**src/rtl/multicycle_control_fsm_if.sv**
```systemverilog
// Control bus between the multicycle controller and its datapath.
// master = controller (drives the control lines), slave = datapath.
interface multicycle_control_fsm_if;
  logic [5:0] opcode;
  logic       mem_ready;
  logic       pc_write;
  logic       pc_write_cond;
  logic       i_or_d;
  logic       mem_read;
  logic       mem_write;
  logic       ir_write;
  logic       reg_dst;
  logic       mem_to_reg;
  logic       reg_write;
  logic       alu_src_a;
  logic [1:0] alu_src_b;
  logic [1:0] alu_op;
  logic [1:0] pc_source;
  logic [3:0] state;
  logic       instr_done;
  logic       illegal_op;

  modport master (
    input  opcode, mem_ready,
    output pc_write, pc_write_cond, i_or_d, mem_read, mem_write, ir_write,
           reg_dst, mem_to_reg, reg_write, alu_src_a, alu_src_b, alu_op,
           pc_source, state, instr_done, illegal_op
  );

  modport slave (
    output opcode, mem_ready,
    input  pc_write, pc_write_cond, i_or_d, mem_read, mem_write, ir_write,
           reg_dst, mem_to_reg, reg_write, alu_src_a, alu_src_b, alu_op,
           pc_source, state, instr_done, illegal_op
  );
endinterface

```
**src/rtl/multicycle_control_fsm.sv**
```systemverilog
// Multicycle MIPS-style control unit: Moore-style state decode, with only the
// memory handshake terms (and DECODE's illegal flag) looking at inputs.
module multicycle_control_fsm #(
  parameter bit MEM_WAIT_EN = 1'b1
) (
  input  logic                      clk,
  input  logic                      rst_n,
  multicycle_control_fsm_if.master  bus
);

  typedef enum logic [3:0] {
    S_FETCH     = 4'd0,
    S_DECODE    = 4'd1,
    S_MEM_ADDR  = 4'd2,
    S_MEM_READ  = 4'd3,
    S_MEM_WB    = 4'd4,
    S_MEM_WRITE = 4'd5,
    S_EXECUTE   = 4'd6,
    S_ALU_WB    = 4'd7,
    S_BRANCH    = 4'd8,
    S_JUMP      = 4'd9,
    S_ADDI_EXEC = 4'd10,
    S_ADDI_WB   = 4'd11
  } state_e;

  localparam logic [5:0] OP_RTYPE = 6'b000000;
  localparam logic [5:0] OP_LW    = 6'b100011;
  localparam logic [5:0] OP_SW    = 6'b101011;
  localparam logic [5:0] OP_BEQ   = 6'b000100;
  localparam logic [5:0] OP_J     = 6'b000010;
  localparam logic [5:0] OP_ADDI  = 6'b001000;

  typedef struct packed {
    logic       pc_write;
    logic       pc_write_cond;
    logic       i_or_d;
    logic       mem_read;
    logic       mem_write;
    logic       ir_write;
    logic       reg_dst;
    logic       mem_to_reg;
    logic       reg_write;
    logic       alu_src_a;
    logic [1:0] alu_src_b;
    logic [1:0] alu_op;
    logic [1:0] pc_source;
    logic       instr_done;
    logic       illegal_op;
  } ctl_t;

  state_e state_q, state_d;
  logic   is_lw_q;   // lw vs sw, captured in DECODE so opcode is only looked at there
  ctl_t   ctl, ctl_o;
  logic   mr;

  assign mr = MEM_WAIT_EN ? bus.mem_ready : 1'b1;

  // State register; reset dominates every transition.
  always_ff @(posedge clk) begin
    if (!rst_n) state_q <= S_FETCH;
    else        state_q <= state_d;
  end

  // Remember whether the decoded memory op is a load.
  always_ff @(posedge clk) begin
    if (!rst_n)                  is_lw_q <= 1'b0;
    else if (state_q == S_DECODE) is_lw_q <= (bus.opcode == OP_LW);
  end

  // Next-state and control decode; everything defaults to 0 / FETCH.
  always_comb begin
    ctl     = '0;
    state_d = S_FETCH;
    case (state_q)
      S_FETCH: begin
        ctl.mem_read  = 1'b1;
        ctl.alu_src_b = 2'b01;
        ctl.pc_write  = mr;
        ctl.ir_write  = mr;
        state_d       = mr ? S_DECODE : S_FETCH;
      end
      S_DECODE: begin
        ctl.alu_src_b = 2'b11;
        case (bus.opcode)
          OP_RTYPE:      state_d = S_EXECUTE;
          OP_LW, OP_SW:  state_d = S_MEM_ADDR;
          OP_BEQ:        state_d = S_BRANCH;
          OP_J:          state_d = S_JUMP;
          OP_ADDI:       state_d = S_ADDI_EXEC;
          default: begin
            ctl.illegal_op = 1'b1;
            state_d        = S_FETCH;
          end
        endcase
      end
      S_MEM_ADDR: begin
        ctl.alu_src_a = 1'b1;
        ctl.alu_src_b = 2'b10;
        state_d       = is_lw_q ? S_MEM_READ : S_MEM_WRITE;
      end
      S_MEM_READ: begin
        ctl.mem_read = 1'b1;
        ctl.i_or_d   = 1'b1;
        state_d      = mr ? S_MEM_WB : S_MEM_READ;
      end
      S_MEM_WB: begin
        ctl.reg_write  = 1'b1;
        ctl.mem_to_reg = 1'b1;
        ctl.instr_done = 1'b1;
      end
      S_MEM_WRITE: begin
        ctl.i_or_d     = 1'b1;
        ctl.mem_write  = 1'b1;
        ctl.instr_done = mr;
        state_d        = mr ? S_FETCH : S_MEM_WRITE;
      end
      S_EXECUTE: begin
        ctl.alu_src_a = 1'b1;
        ctl.alu_op    = 2'b10;
        state_d       = S_ALU_WB;
      end
      S_ALU_WB: begin
        ctl.reg_write  = 1'b1;
        ctl.reg_dst    = 1'b1;
        ctl.instr_done = 1'b1;
      end
      S_BRANCH: begin
        ctl.alu_src_a     = 1'b1;
        ctl.alu_op        = 2'b01;
        ctl.pc_write_cond = 1'b1;
        ctl.pc_source     = 2'b01;
        ctl.instr_done    = 1'b1;
      end
      S_JUMP: begin
        ctl.pc_write   = 1'b1;
        ctl.pc_source  = 2'b10;
        ctl.instr_done = 1'b1;
      end
      S_ADDI_EXEC: begin
        ctl.alu_src_a = 1'b1;
        ctl.alu_src_b = 2'b10;
        state_d       = S_ADDI_WB;
      end
      S_ADDI_WB: begin
        ctl.reg_write  = 1'b1;
        ctl.instr_done = 1'b1;
      end
      default: begin
        ctl     = '0;
        state_d = S_FETCH;
      end
    endcase
  end

  // Hold every output (and the debug state) at 0 while reset is asserted,
  // so a stalled store never drives mem_write into the reset edge.
  assign ctl_o = rst_n ? ctl : '0;

  assign bus.pc_write      = ctl_o.pc_write;
  assign bus.pc_write_cond = ctl_o.pc_write_cond;
  assign bus.i_or_d        = ctl_o.i_or_d;
  assign bus.mem_read      = ctl_o.mem_read;
  assign bus.mem_write     = ctl_o.mem_write;
  assign bus.ir_write      = ctl_o.ir_write;
  assign bus.reg_dst       = ctl_o.reg_dst;
  assign bus.mem_to_reg    = ctl_o.mem_to_reg;
  assign bus.reg_write     = ctl_o.reg_write;
  assign bus.alu_src_a     = ctl_o.alu_src_a;
  assign bus.alu_src_b     = ctl_o.alu_src_b;
  assign bus.alu_op        = ctl_o.alu_op;
  assign bus.pc_source     = ctl_o.pc_source;
  assign bus.instr_done    = ctl_o.instr_done;
  assign bus.illegal_op    = ctl_o.illegal_op;
  assign bus.state         = rst_n ? state_q : 4'd0;

endmodule

```
**src/flat_wrapper.sv**
```systemverilog
// flat-port wrapper written by rule: the top's interface ports become plain ports
module multicycle_control_fsm_flat 
#(
  parameter bit MEM_WAIT_EN = 1'b1
)
  (clk, rst_n, bus_opcode, bus_mem_ready, bus_pc_write, bus_pc_write_cond, bus_i_or_d, bus_mem_read, bus_mem_write, bus_ir_write, bus_reg_dst, bus_mem_to_reg, bus_reg_write, bus_alu_src_a, bus_alu_src_b, bus_alu_op, bus_pc_source, bus_state, bus_instr_done, bus_illegal_op);
  multicycle_control_fsm_if bus_i ();
  input  logic clk;
  input  logic rst_n;
  input wire logic [$bits(bus_i.opcode)-1:0] bus_opcode;
  input wire logic [$bits(bus_i.mem_ready)-1:0] bus_mem_ready;
  output wire logic [$bits(bus_i.pc_write)-1:0] bus_pc_write;
  output wire logic [$bits(bus_i.pc_write_cond)-1:0] bus_pc_write_cond;
  output wire logic [$bits(bus_i.i_or_d)-1:0] bus_i_or_d;
  output wire logic [$bits(bus_i.mem_read)-1:0] bus_mem_read;
  output wire logic [$bits(bus_i.mem_write)-1:0] bus_mem_write;
  output wire logic [$bits(bus_i.ir_write)-1:0] bus_ir_write;
  output wire logic [$bits(bus_i.reg_dst)-1:0] bus_reg_dst;
  output wire logic [$bits(bus_i.mem_to_reg)-1:0] bus_mem_to_reg;
  output wire logic [$bits(bus_i.reg_write)-1:0] bus_reg_write;
  output wire logic [$bits(bus_i.alu_src_a)-1:0] bus_alu_src_a;
  output wire logic [$bits(bus_i.alu_src_b)-1:0] bus_alu_src_b;
  output wire logic [$bits(bus_i.alu_op)-1:0] bus_alu_op;
  output wire logic [$bits(bus_i.pc_source)-1:0] bus_pc_source;
  output wire logic [$bits(bus_i.state)-1:0] bus_state;
  output wire logic [$bits(bus_i.instr_done)-1:0] bus_instr_done;
  output wire logic [$bits(bus_i.illegal_op)-1:0] bus_illegal_op;
  assign bus_i.opcode = bus_opcode;
  assign bus_i.mem_ready = bus_mem_ready;
  assign bus_pc_write = bus_i.pc_write;
  assign bus_pc_write_cond = bus_i.pc_write_cond;
  assign bus_i_or_d = bus_i.i_or_d;
  assign bus_mem_read = bus_i.mem_read;
  assign bus_mem_write = bus_i.mem_write;
  assign bus_ir_write = bus_i.ir_write;
  assign bus_reg_dst = bus_i.reg_dst;
  assign bus_mem_to_reg = bus_i.mem_to_reg;
  assign bus_reg_write = bus_i.reg_write;
  assign bus_alu_src_a = bus_i.alu_src_a;
  assign bus_alu_src_b = bus_i.alu_src_b;
  assign bus_alu_op = bus_i.alu_op;
  assign bus_pc_source = bus_i.pc_source;
  assign bus_state = bus_i.state;
  assign bus_instr_done = bus_i.instr_done;
  assign bus_illegal_op = bus_i.illegal_op;
  multicycle_control_fsm #(.MEM_WAIT_EN(MEM_WAIT_EN)) u_core (.clk(clk), .rst_n(rst_n), .bus(bus_i));
endmodule
```
**config.mk**
```make
export PLATFORM = sky130hd
export DESIGN_NAME = multicycle_control_fsm_flat
export DESIGN_NICKNAME = d
export VERILOG_FILES = /design/src/rtl/multicycle_control_fsm_if.sv /design/src/rtl/multicycle_control_fsm.sv /design/src/flat_wrapper.sv
export SDC_FILE = /design/constraint.sdc
export NUM_CORES = 1
export LEC_CHECK = 0
export ABC_AREA = 1
export BUFFER_PORTS_ARGS = -buffer_cell sky130_fd_sc_hd__buf_2
export CORE_MARGIN = 8
export CORE_UTILIZATION = 48
export DETAILED_ROUTE_END_ITERATION = 6
export HOLD_SLACK_MARGIN = 0.02
export PLACE_DENSITY = 0.93
export SLEW_MARGIN = 20
export SYNTH_ARGS = -nofsm -noshare
export SYNTH_HDL_FRONTEND = slang
export SYNTH_SLANG_ARGS = --single-unit
```
**constraint.sdc**
```tcl
create_clock -name clk -period 2.37 [get_ports clk]
set_input_delay 0.1185 -clock clk [delete_from_list [all_inputs] [get_ports clk]]
set_output_delay 0.1185 -clock clk [all_outputs]
set_load 0.05 [all_outputs]
```
==> run metrics, run 1 <==
run status=complete, no violations; CP Launch Type=flip-flop; Worst Clk Skew=roughly 0.63 ps; reported net switching power=0.0992 mW; final routed wire length divided by cell count=around 11 um; Post-Synthesis Net Count=127; mean post-synth cell area=5.46 um^2; endpoint type of the worst setup path=output port; number of antenna violations at the first check in global routing=0; share of post-route cells with drive strength above 1=35.1%; MaxCap Viol Count=0; Worst IR Drop VDD=391 uV; number of hold violations in the final report=0; share of the cycle needed by the critical path after routing=72.4%; Setup TNS Final=0 ps; final global-route overflow total=0; highest clock frequency the design can meet=0.583 GHz; vias in the first global route=758; slowest cell on the critical path=dfxtp_1; top cell type's share of synthesized area=15.5%; Resized Gates After CTS=0; global placer's final weighted congestion=0.892; vias per cell=5.01; Synth Cell Area=644 um^2; Critical Path RT=2250 ps; number of pins with negative max-slew slack in the final report=0; TritonCTS clock tree=yes; biggest area consumer among synthesized cells=dfxtp_1; Antenna diodes=0; final wirelength=between 1500 and 2000 um; sequential area share after synthesis=15.5%; Worst Hold Margin=between 150 and 200 ps; post-cts hold buffer count=0; Core Rows=13; count of routing violations after the opening detailed-route iteration=16; share of power burned in combinational logic=30.7%; unrepaired setup endpoints after global routing=false; cells after synthesis=118; number of warning messages in the yosys log=0; root buffer cell=clkbuf_4; Via Count=816; delay of the slowest critical-path stage=470 ps; arrival time of the worst setup path=1600 ps; top post-synthesis cells by area=dfxtp_1 (16%), nor2_1 (15%), nand2_1 (13%); Setup Crit Path Kind=flip-flop to output port; CTS Buf Count=3; Die Y=52.6 um; count of state elements after synthesis=5; initial cell density of the core=roughly 50%; total power density per cell area=332 nW/um^2; level count of the clock H-tree=1; number of filler instances in the final layout=129; clock sinks=5; final cell utilization of the core=63.0%; combined global-route utilization of all metal layers=13.8%; clock-pin transition on the worst setup and hold timing paths=40 ps; distinct cell type count of the synthesized netlist=21; synth-to-layout area growth=25.6%; worst slew slack as a fraction of its limit=approximately 71%; pin count of the biggest net entering global routing=19; # nets final=around 160; I/O pins=31; wire length of the first global-routing pass=~3000 um; Core Footprint=1280 um^2; standby leakage power=0.496 nW; number of buffers inserted by post-CTS setup repair=0; Setup-failing EPs final=0; Die X=52.6 um; fraction of power consumed by sequential logic=between 30% and 40%; fin crit period=1720 ps; Final ANT Viol Nets=0; final worst setup slack=655 ps; switching power as a share of total power=36.9%; DRC Markers=0; crit path max fanout=5; Worst Tran Pin Value=~430 ps; minimum setup slack after placement=921 ps; detailed placement HPWL=~1500 um; Max Buffers Root-to-Sink=2; Total Die Area=2770 um^2; worst min-delay path category=input port to flip-flop; internal portion of total power=0.170 mW; count of TritonRoute iterations in the first routing pass=5; port bufs=30; sequence of cells on the critical path=inv_2 > nor2_4 > nand2_1 > o21ai_1 > nand2_1 > o21ai_1 > buf_2; worst-skew pair later-pin latency=between 200 and 250 ps; fraction of power consumed by the clock network=36.4%
[routing by layer]
metal	GRT usage, %	wire length (um)	up-vias
li1	-	-	421
met1	14.3	685	360
met2	25.3	925	35
met3	3.69	187	0
met4	5.17	0	0
met5	0	0	-
[worst max-delay path: cells and delay by family (launching register included)]
family	cells	cell delay [ps]
compound gates	2	210
flops	1	470
simple gates	3	310
buf+inv	2	370
[flip-flops by register name, indices dropped and copies added, names as in the netlist]
register and cells:
u_core.is_lw_q 1, u_core.state_q 4
[Yosys cell counts]
master,number
buf_4,2
nor2_1,26
nand3b_1,1
a31oi_1,1
clkbuf_1,1
o21ai_2,1
nand4_1,1
nand2_2,5
inv_1,14
nor2_4,5
nand2_4,1
buf_6,1
o22ai_1,1
nand3_1,13
clkinv_1,1
dfxtp_1,5
o21ai_1,2
inv_2,6
nand2_1,22
a21oi_1,8
inv_4,1
[worst paths after layout]
path                                   startpoint  slack (ps)                end  depth (start not counted)
worst min register to register     u_core.is_lw_q         510     u_core.is_lw_q                          2
worst max register to register  u_core.state_q[1]        1200  u_core.state_q[2]                          8
worst min-delay path                        rst_n         190  u_core.state_q[1]                          3
worst max-delay path            u_core.state_q[2]         650     bus_instr_done                          7
[area by class of cell]
type	count	area [um^2]	share of cell area, %
repair buffers	30	150	18.5
well taps	15	18.8	2.32
flip-flops and latches	5	100	12.4
inverters	22	85.1	10.5
clock buffers	4	26.3	3.25
multi-input cells	87	429	53.0
[logic make-up (layout without fill, tap and decap cells)]
| logic type | after synthesis | in the layout | synth area share, % |
|---|---|---|---|
| flip-flops | 5 | 5 | 15.5 |
| buffers and inverters | 26 | 56 | 17.9 |
| AO/OA/AOI/OAI | 13 | 13 | 11.1 |
| AND/OR/NAND/NOR | 74 | 74 | 55.5 |
[power groups by stage]
stage	combinational [mW]	sequential, mW	clock, mW
after floorplan	0.0623	0.0897	0
after global placement	0.0810	0.0899	0
after global routing	0.0894	0.0888	0.109
after CTS	0.0827	0.0886	0.102
final	0.0826	0.0886	0.0979
after detailed placement	0.0825	0.0900	0
[metrics by stage]
stage	power (mW)	area, um^2	std cells
detailed placement	0.173	783	159
finish	0.269	810	163
floorplan	0.152	644	118
global route	0.287	810	163
global placement	0.171	783	159
CTS	0.274	810	163
[placed cells by master (no fill, tap or decap)]
cell type	synthesis	layout
a21oi_1	8	8
a31oi_1	1	1
buf_2	0	30
clkbuf_1	1	1
clkbuf_4	0	3
clkinv_1	1	1
dfxtp_1	5	5
inv_1	14	14
inv_2	6	6
inv_4	1	1
nand2_1	22	22
nand2_2	5	5
nand2_4	1	1
nand3_1	13	13
nand3b_1	1	1
nand4_1	1	1
nor2_1	26	26
nor2_4	5	5
o21ai_1	2	2
o21ai_2	1	1
o22ai_1	1	1
No activity file was read; power rests on OpenSTA's default activity.
==> run 2, diff against run 1 <==
CORE_UTILIZATION = 40   (was 48)
PLACE_DENSITY = 0.84   (was 0.93)
clock period = 1.4 ns   (was 2.37 ns; I/O delays follow)
==> run metrics, run 2 (synthesis results as in run 1) <==
arrival time of the worst setup path=1420 ps; violations in the final reports=setup timing; number of pins with negative max-slew slack in the final report=0; Antenna diodes=0; delay of the slowest critical-path stage=380 ps; CP Launch Type=flip-flop; cell family with the largest share of critical-path delay=simple AND/OR/NAND/NOR gates; hold path startpoint=bus_opcode[3]; worst slew slack as a fraction of its limit=80.9%; reported net switching power=0.204 mW; count of TritonRoute iterations in the first routing pass=4; Setup Crit Path Kind=flip-flop to output port; global placer's final weighted congestion=0.927; Worst Tran Pin Value=286 ps; share of post-route cells with drive strength above 1=56.8%; count of routing violations after the opening detailed-route iteration=25; Worst IR Drop VDD=between 300 and 400 uV; share of the cycle needed by the critical path after routing=106%; leading cell type in the layout, fill and taps excluded=nand2_1; vias per cell=5.38; Worst Clk Skew=3.78 ps; Critical Path RT=about 1300 ps; wire length of the first global-routing pass=3750 um; slowest cell on the critical path=dfxtp_4; Total Die Area=3150 um^2; final routed wire length divided by cell count=14.2 um; clock sinks=5; standby leakage power=0.607 nW; unrepaired setup endpoints after global routing=true; pin count of the biggest net entering global routing=12; Max Buffers Root-to-Sink=2; I/O pins=31; post-cts hold buffer count=0; share of power burned in combinational logic=about two fifths; run status=finished, violations left; crit path max fanout=5; level count of the clock H-tree=1; detailed placement HPWL=1620 um; Worst Hold Margin=139 ps; initial cell density of the core=~43%; total power density per cell area=464 nW/um^2; final wirelength=2540 um; fraction of power consumed by the clock network=32.7%; Core Footprint=~1500 um^2; internal portion of total power=~0.33 mW; fraction of power consumed by sequential logic=approximately 27%; final global-route overflow total=0; root buffer cell=clkbuf_4; Final ANT Viol Nets=0; Core Rows=14; crit path launch=u_core.state_q[1]; start of the worst register-to-register path=u_core.state_q[2]; Setup TNS Final=-548 ps; Die Y=56.1 um; Die X=between 50 and 60 um; switching power as a share of total power=between 30 and 40%; number of antenna violations at the first check in global routing=0; register ranked first by flip-flop count=u_core.state_q; final worst setup slack=-87.4 ps; TritonCTS clock tree=yes; max FFs per register=4; endpoint type of the worst setup path=output port; worst min-delay path category=input port to flip-flop; highest-count cells in the layout ignoring fill and taps=nand2_1 (19), buf_4 (17), nor2_1 (16), inv_1 (13); CTS Buf Count=3; DRC Markers=0; vias in the first global route=about 900; MaxCap Viol Count=0; clock-pin transition on the worst setup and hold timing paths=50 ps; fin crit period=1490 ps; # nets final=roughly 170; largest registers ranked by flip-flop count=u_core.state_q (4), u_core.is_lw_q (1); sequence of cells on the critical path=inv_2 > nor2_4 > nand2_2 > nand2_4 > nor2_2 > a21oi_2 > buf_6; combined global-route utilization of all metal layers=14.0%; Setup-failing EPs final=12; port bufs=30; highest clock frequency the design can meet=0.672 GHz; synth-to-layout area growth=77.1%; Via Count=957; number of hold violations in the final report=0; worst-skew pair later-pin latency=250 ps; number of buffers and inverters on the critical path=2
==> run 2: cell types whose count changed in the layout (fill, tap and decap cells not counted), moves of 3 or more <==
cell / previous run / this run
buf_2: 30 / 12
buf_4: 0 / 17
nand2_1: 22 / 19
clkbuf_4: 3 / 6
buf_6: 0 / 12
nor2_4: 5 / 8
a21oi_1: 8 / 4
nor2_1: 26 / 16
dfxtp_1: 5 / 1
dfxtp_4: 0 / 4
nor2_2: 0 / 7
==> run 2: final cells by class <==
class                   instances  area (um^2)
flip-flops and latches          5          115
well taps                      16         20.0
multi-input cells              87          547
repair buffers                 44          345
fillers                       102          365
clock buffers                   4         26.3
inverters                      22         87.6
==> run 2: path summary, 6_finish.rpt <==
check,depth (start not counted),slack [ps],endpoint
hold / removal,4,140,u_core.is_lw_q
hold reg to reg,2,470,u_core.is_lw_q
setup reg to reg,8,70,u_core.state_q[0]
setup / recovery,7,-90,bus_alu_src_a
==> run 2: power groups by stage <==
stage	registers (mW)	logic [mW]	clock network [mW]
finish	0.145	0.212	0.173
global route	0.145	0.226	0.186
CTS	0.145	0.183	0.172
detailed placement	0.152	0.160	0
global placement	0.152	0.156	0
floorplan	0.152	0.115	0
==> run 2: what timing repair did <==
item | 4_1_cts | 5_1_grt
buffers inserted | 5 | 4
gates resized for setup | 38 | 19
setup endpoints to repair | 16 | 19
pin swaps | 7 | 7
==> run 2: worst reg2reg max path: stages (launching register included) <==
cell and delay (ps):
dfxtp_4 350, buf_6 120, nor2_4 150, nand2_4 110, buf_6 130, buf_4 140
nand3_2 70, nor2_1 50, a21oi_1 130
==> run 2: metrics by stage <==
stage | setup slack (ps) | total power, mW | instances | utilization [%] | area (um^2)
after floorplan | -141 | 0.267 | 118 | - | 696
after global placement | 69.9 | 0.308 | 165 | 58.0 | 873
after detailed placement | 23.0 | 0.312 | 165 | 58.0 | 873
after CTS | -61.2 | 0.499 | 174 | 68.8 | 1040
after global routing | -171 | 0.557 | 178 | 75.7 | 1140
final | -87.4 | 0.530 | 178 | 75.7 | 1140
==> run 2: layer usage <==
metal,vias to the layer above,track usage (%),wire length [um]
li1,458,-,-
met1,446,12.8,906
met2,47,26.6,1400
met3,6,5.02,192
met4,0,5.84,40
met5,-,0,0
